**config.mk**
```make
export PLATFORM = sky130hd
export DESIGN_NAME = multicycle_adder
export DESIGN_NICKNAME = d
export VERILOG_FILES = /design/src/rtl/multicycle_adder.sv
export SDC_FILE = /design/constraint.sdc
export NUM_CORES = 1
export LEC_CHECK = 0
export ABC_CLOCK_PERIOD_IN_PS = 4800
export BUFFER_PORTS_ARGS = -buffer_cell sky130_fd_sc_hd__buf_2
export CAP_MARGIN = 30
export CORE_MARGIN = 2
export CORE_UTILIZATION = 49
export CTS_BUF_LIST = sky130_fd_sc_hd__clkbuf_2 sky130_fd_sc_hd__clkbuf_4 sky130_fd_sc_hd__clkbuf_8
export DETAILED_ROUTE_END_ITERATION = 8
export PLACE_DENSITY_LB_ADDON = 0.2
export SLEW_MARGIN = 25
export SYNTH_ARGS = -nofsm -noshare
export SYNTH_HDL_FRONTEND = slang
export SYNTH_SLANG_ARGS = --single-unit
export TNS_END_PERCENT = 5
```
**constraint.sdc**
```tcl
create_clock -name clk -period 4.8 [get_ports clk]
set_input_delay 1.2 -clock clk [delete_from_list [all_inputs] [get_ports clk]]
set_output_delay 1.2 -clock clk [all_outputs]
set_load 0.005 [all_outputs]
```
**src/rtl/multicycle_adder.sv**
```systemverilog
// Multicycle adder/subtractor: adds CHUNK bits per cycle over N = WIDTH/CHUNK cycles.
// Ports: clk, rst (sync, active-high); in_valid/in_ready accept val_1, val_2, sub;
//        out_valid/out_ready return out, carry_out, overflow, zero (held until taken).
module multicycle_adder #(
    parameter int WIDTH = 32,
    parameter int CHUNK = 8
) (
    input  logic             clk,
    input  logic             rst,
    input  logic             in_valid,
    output logic             in_ready,
    input  logic [WIDTH-1:0] val_1,
    input  logic [WIDTH-1:0] val_2,
    input  logic             sub,
    output logic             out_valid,
    input  logic             out_ready,
    output logic [WIDTH-1:0] out,
    output logic             carry_out,
    output logic             overflow,
    output logic             zero
);

    localparam int N  = WIDTH / CHUNK;
    localparam int CW = (N > 1) ? $clog2(N) : 1;
    localparam logic [CW-1:0] LAST_CNT = CW'(N - 1);

    typedef enum logic [1:0] {
        IDLE,
        CALC,
        DONE
    } state_t;

    state_t           state;
    logic [WIDTH-1:0] op_a;
    logic [WIDTH-1:0] op_b;
    logic [WIDTH-1:0] acc;
    logic             carry;
    logic [CW-1:0]    cnt;

    logic [CHUNK:0]   csum;
    logic [WIDTH-1:0] acc_next;
    logic             last;
    logic             msb_cin;

    always_comb begin
        csum = {1'b0, op_a[cnt*CHUNK +: CHUNK]}
             + {1'b0, op_b[cnt*CHUNK +: CHUNK]}
             + {{CHUNK{1'b0}}, carry};
        acc_next = acc;
        acc_next[cnt*CHUNK +: CHUNK] = csum[CHUNK-1:0];
        last = (cnt == LAST_CNT);
        // Sum bit = a ^ b ^ cin, so the carry into the MSB is recoverable
        // from the operand and result MSBs without a separate carry chain tap.
        msb_cin = op_a[WIDTH-1] ^ op_b[WIDTH-1] ^ acc_next[WIDTH-1];
    end

    always_ff @(posedge clk) begin
        if (rst) begin
            state     <= IDLE;
            in_ready  <= 1'b1;
            out_valid <= 1'b0;
            out       <= '0;
            carry_out <= 1'b0;
            overflow  <= 1'b0;
            zero      <= 1'b0;
            op_a      <= '0;
            op_b      <= '0;
            acc       <= '0;
            carry     <= 1'b0;
            cnt       <= '0;
        end else begin
            unique case (state)
                IDLE: begin
                    if (in_valid) begin
                        op_a     <= val_1;
                        // Subtraction as a + ~b + 1: the +1 enters as carry-in.
                        op_b     <= sub ? ~val_2 : val_2;
                        carry    <= sub;
                        cnt      <= '0;
                        acc      <= '0;
                        in_ready <= 1'b0;
                        state    <= CALC;
                    end
                end
                CALC: begin
                    acc   <= acc_next;
                    carry <= csum[CHUNK];
                    cnt   <= cnt + 1'b1;
                    if (last) begin
                        out       <= acc_next;
                        carry_out <= csum[CHUNK];
                        overflow  <= msb_cin ^ csum[CHUNK];
                        zero      <= (acc_next == '0);
                        out_valid <= 1'b1;
                        state     <= DONE;
                    end
                end
                DONE: begin
                    if (out_ready) begin
                        out_valid <= 1'b0;
                        in_ready  <= 1'b1;
                        state     <= IDLE;
                    end
                end
                default: begin
                    state <= IDLE;
                end
            endcase
        end
    end

endmodule

```
; ---- Word level (Yosys, flattened, before mapping)
; Index checks and enable logic that the tools add are counted.
[op_classes]
shift = 4
bitwise_logic = 4
n_mux = 18
n_reduce_logical = 11
n_eq_ne = 6
addsub = 4
[op_table]
columns = operator, n
row1 = $mux 32, 2
row2 = $pmux 32 s2, 1
row3 = $shiftx 32x6->8, 2
row4 = $neg 5->34, 1
row5 = $shift 8x34->32 const A, 1
row6 = $shiftx 8x34->32, 1
row7 = $bwmux 32, 1
row8 = $logic_not 32->1, 1
row9 = $not 32->32, 1
row10 = $add 8x8->9, 1
row11 = $add 9x1->9, 1
row12 = $reduce_and 3->1, 3
row13 = $mux 2, 4
row14 = $ne 2x2->1 const B, 3
row15 = $pmux 1 s2, 3
row16 = $pmux 2 s3, 1
row17 = $reduce_and 2->1, 3
row18 = $reduce_bool 2->1, 3
row19 = $mux 1, 5
row20 = $eq 2x2->1 const B, 2
row21 = $pmux 2 s2, 1
row22 = $xor 1x1->1, 3
row23 = $add 2x1->2 const B, 1
row24 = $eq 2x1->1 const B, 1
row25 = $logic_not 2->1, 1
[totals]
elab_cells = 59
ff_bits = 138
in_bits = 69
output_inout_bits = 37

; ---- Longest topological paths before layout
[logic_depth]
depth_word = 7
ltp_mapped = 11
depth_no_buf = 9

; ---- Least setup slack after synthesis
; No wires, ideal clock.
[synth_path]
path_kind = register to register
startpoint = register cnt[1]
endpoint = register zero
t_arrival_ns = 3.736
t_required_ns = 4.713
path_stages_with_launch = 11
setup_slack_ns = 0.977
n_path_buf = 2
setup_ns = 0.087
path_cell_list = dfxtp_1 > clkbuf_1 > clkbuf_1 > mux4_2 > fa_1 > fa_1 > a22o_2 > nor4_1 > nand3_1 > or4_1 > o31ai_1
[synth_via]
elab_chain_cells = 6
elab_cells_between_ends = 11
classes_between = add/sub: 3 / eq/ne: 1 / shift: 4 / mux: 1 / reduce/logical: 2
[synth_rtl]
columns = item, line
row1 = from (decl), 38  ; logic [CW-1:0] cnt;
row2 = from (signal assigned), 88  ; cnt <= cnt + 1'b1;
row3 = $shiftx 32x6->8 (on tied branches), "46, 47"
row4 = $add 8x8->9, 47  ; + {1'b0, op_b[cnt*CHUNK +: CHUNK]}
row5 = $add 9x1->9, 48  ; + {{CHUNK{1'b0}}, carry};
row6 = $shiftx 8x34->32, 50  ; acc_next[cnt*CHUNK +: CHUNK] = csum[CHUNK-1:0];
row7 = $bwmux 32, 50
row8 = $logic_not 32->1, 93  ; zero <= (acc_next == '0);
row9 = to (signal assigned), 93
row10 = to (decl), 20  ; output logic zero
; Parallel ways exist; a longest one is shown, timed or not.
; A chain may end at the register's enable or synchronous reset.

; ---- Final worst setup path
; Same ends and word-level chain as after synthesis.

==> summary.md <==
| Metric | Value |
|---|---|
| Fin. max-slew vios | 0 |
| Yosys reg bits | 138 |
| Die Wd | 118 µm |
| Nets | 899 |
| Number of synthesized flops with an enable pin | 0 |
| Critical path's slowest cell | dfxtp_1 |
| Result of the run | finished clean |
| Async set-reset flop share out of synthesis | 0% |
| R2R Setup Slk | 0.89 ns |
| Post-Route WL | about 16000 µm |
| Diode count | 0 |
| Final HPWL DP | 11600 µm |
| CP peak stage delay | 0.72 ns |
| Routed length per instance | between 15 and 20 µm |
| Worst relative slew slack | 42.1% |
| Cts hold-fix bufs | 0 |
| Worst Skew | 0.0141 ns |
| Post-CTS Resized | 0 |
| Post-synth top flop | dfxtp_1 |
| Hold Path Depth | 2 |
| GPL Wtd Cong | approximately 0.9 |
| H-tree Lvls | 4 |
| First-pass GRT wire length | 26800 µm |
| CTS tree | yes |
| VDD IR-drop max | 0.202 mV |
| Cell repeated most along the worst path | fa_1 |
| Pre-antenna DRT Iters | 5 |
| MaxCap Viol Count | 0 |
| GRT overflow | 0 |
| Leakage | 2.92 nW |
| Hold crit path type | flip-flop to flip-flop |
| Critical path arrival | 4.29 ns |
| DRC Markers | 0 |
| CTS Sinks | 138 |
| Synthesized area | between 0.006 and 0.007 mm² |
| Worst Slack Setup Final | roughly 0.89 ns |
| Root Buffer | clkbuf_8 |
| CTS max path bufs | 2 |
| Largest net degree at the start of global routing | 111 |
| Core area | 0.0127 mm² |
| Reg2Reg Depth | 10 |
| Worst skew pair latency | 0.47 ns |
| Final min period | 3.91 ns |
| Tcrit/Tclk final | 81.5% |
| Critical Path Start Type | flip-flop |
| Post-Syn Nets | 819 |
| Final hold violation count | 0 |
| Fin Setup TNS | 0 ns |
| Final Setup Violations | 0 |
| Initial DRC Count | 445 |
| Die area | ~0.014 mm² |
| Total CTS buffers | 17 |
| YS warnings | 0 |
| GR Util All Layers | between 20% and 30% |
| Distinct cells, synth | 58 |
| Clk slew on worst S/H paths | 0.08 ns |
| Sequential fraction of the synthesis area | a little over two fifths |
| Syn-to-layout area delta | 16.2% |
| Setup WS pre-CTS | 0.886 ns |
| Crit path max fanout | 12 |
| Avg Cell Area, Syn | 8.67 µm² |
| Initial core utilization | 50.3% |
| Rows | 41 |
| Power per cell area | 350 mW/mm² |
| IO Count | 106 |
| Worst EP required | a little over 5 ns |
| Unrepaired setup endpoints after global routing | no |
| Crit end category | flip-flop |
| Worst-Margin Slew | 0.869 ns |
| Vias post-DR | roughly 5500 |
| Die H | ~120 µm |
| Postcts setup bufs | 0 |
| Post-synthesis instance total | 735 |
| Final ANT Viol Nets | 0 |
| Port Buffer Count | around 110 |
| Initial antenna violation count | 0 |
| Layout cells sized above 1 | 21.3% |
| Via-to-Cell Ratio | 5.54 |
| Vias in the first global route | 5246 |
| CP cell instances | buf_4, mux4_2, fa_1, fa_1, a21o_1, a21oi_1, xor2_1, o22ai_1, or3_1, o31ai_1 |
| Fmax | 256 MHz |
| CP Class | flip-flop to flip-flop |
logic make-up after synthesis:
| kind of cell | after synthesis | share of synthesized area [%] |
|---|---|---|
| xor+xnor | 42 | 5.77 |
| compound gates | 180 | 19.4 |
| mux | 17 | 5.81 |
| simple gates | 272 | 17.9 |
| flops | 138 | 43.4 |
| fa+ha+maj | 15 | 3.18 |
| buf+inv | 71 | 4.54 |
cell usage in the layout (no fill, tap or decap), drive strengths merged, types with 2 or more instances in the layout:
master and instances:
a211oi 39, a21o 3, a21oi 56, a221oi 5, a22o 6, a22oi 26
a2bb2oi 2, a31oi 2, a32oi 3, and2 2, and3 4, buf 115
bufinv 2, clkbuf 21, clkinv 8, clkinvlp 2, dfxtp 138, fa 2
ha 13, inv 15, mux4 16, nand2 93, nand2b 2, nand3 4
nor2 123, nor2b 2, nor3 27, nor4 4, o21ai 10, o21bai 2
o22ai 8, o2bb2ai 11, or2b 2, or3 2, xnor2 38, xor2 4
critical path, delay by kind of cell (launching register included):
family                   cells  cell delay [ns]
adder cells (fa/ha/maj)      2             0.88
multiplexers                 1             0.33
AO/OA/AOI/OAI                4             0.82
flip-flops                   1             0.72
buffers and inverters        1             0.32
XOR/XNOR                     1             0.39
AND/OR/NAND/NOR              1             0.37
final timing paths:
| path | start | end |
|---|---|---|
| setup / recovery | cnt[1] | zero |
| hold / removal | op_a[1] | op_a[1] |
| setup reg to reg | cnt[1] | zero |
| hold reg to reg | op_a[1] | op_a[1] |
Yosys cell counts (3+ instances only):
cell type  number  area, µm²
a211oi_1       38        285
a21o_1          3       22.5
a21oi_1        56        280
a221oi_1        5       43.8
a22o_1          3       26.3
a22o_2          3       30.0
a22oi_1        26        195
a32oi_1         3       26.3
and3_1          4       25.0
buf_1           6       22.5
buf_2           3       15.0
clkbuf_1       43        161
dfxtp_1       138       2760
ha_1           13        163
inv_1          13       48.8
mux4_2         16        360
nand2_1        92        345
nand3_1         4       20.0
nor2_1        123        462
nor3_1         27        135
nor4_1          4       25.0
o21ai_0        10       50.1
o22ai_1         8       50.1
o2bb2ai_1      11       96.3
xnor2_1        38        333
xor2_1          4       35.0
power by group:
part           internal, W  total [W]  switching, W
Combinational     0.000170   0.000423      0.000253
Sequential         0.00119    0.00123     0.0000333
Clock             0.000490   0.000939      0.000449
Total              0.00185    0.00259      0.000735
per-layer routing:
metal	part of all wire, %	GRT usage, %
met1	45	31.5
met2	47	39.0
met3	5.2	5.52
met4	2.4	9.79
met5	0	0
metrics by stage:
step	hold slack (ns)	utilization, %	area, µm²	cells	total power (W)
detailed placement	0.447	55.3	7010	967	0.00167
global route	0.479	58.4	7410	999	0.00270
finish	0.456	58.4	7410	999	0.00259
floorplan	0.433	-	6370	735	0.00153
global placement	0.441	55.1	6980	966	0.00166
CTS	0.458	58.4	7400	998	0.00260
final cells by class:
| type | instances | area, µm² |
|---|---|---|
| multi-input combinational | 526 | 3330 |
| fill | 1187 | 5270 |
| sequential | 138 | 2760 |
| tap | 172 | 215 |
| inverter | 16 | 60.1 |
| clock inverter | 11 | 121 |
| clock buffer | 20 | 269 |
| timing repair buffer | 116 | 644 |
flip-flops by register name (all words and copies together), names as in the netlist:
signal,count
carry,1
out,32
out_valid,1
op_b,32
zero,1
in_ready,1
carry_out,1
overflow,1
cnt,2
acc,32
state,2
op_a,32
(Power assumes the default switching activity.)
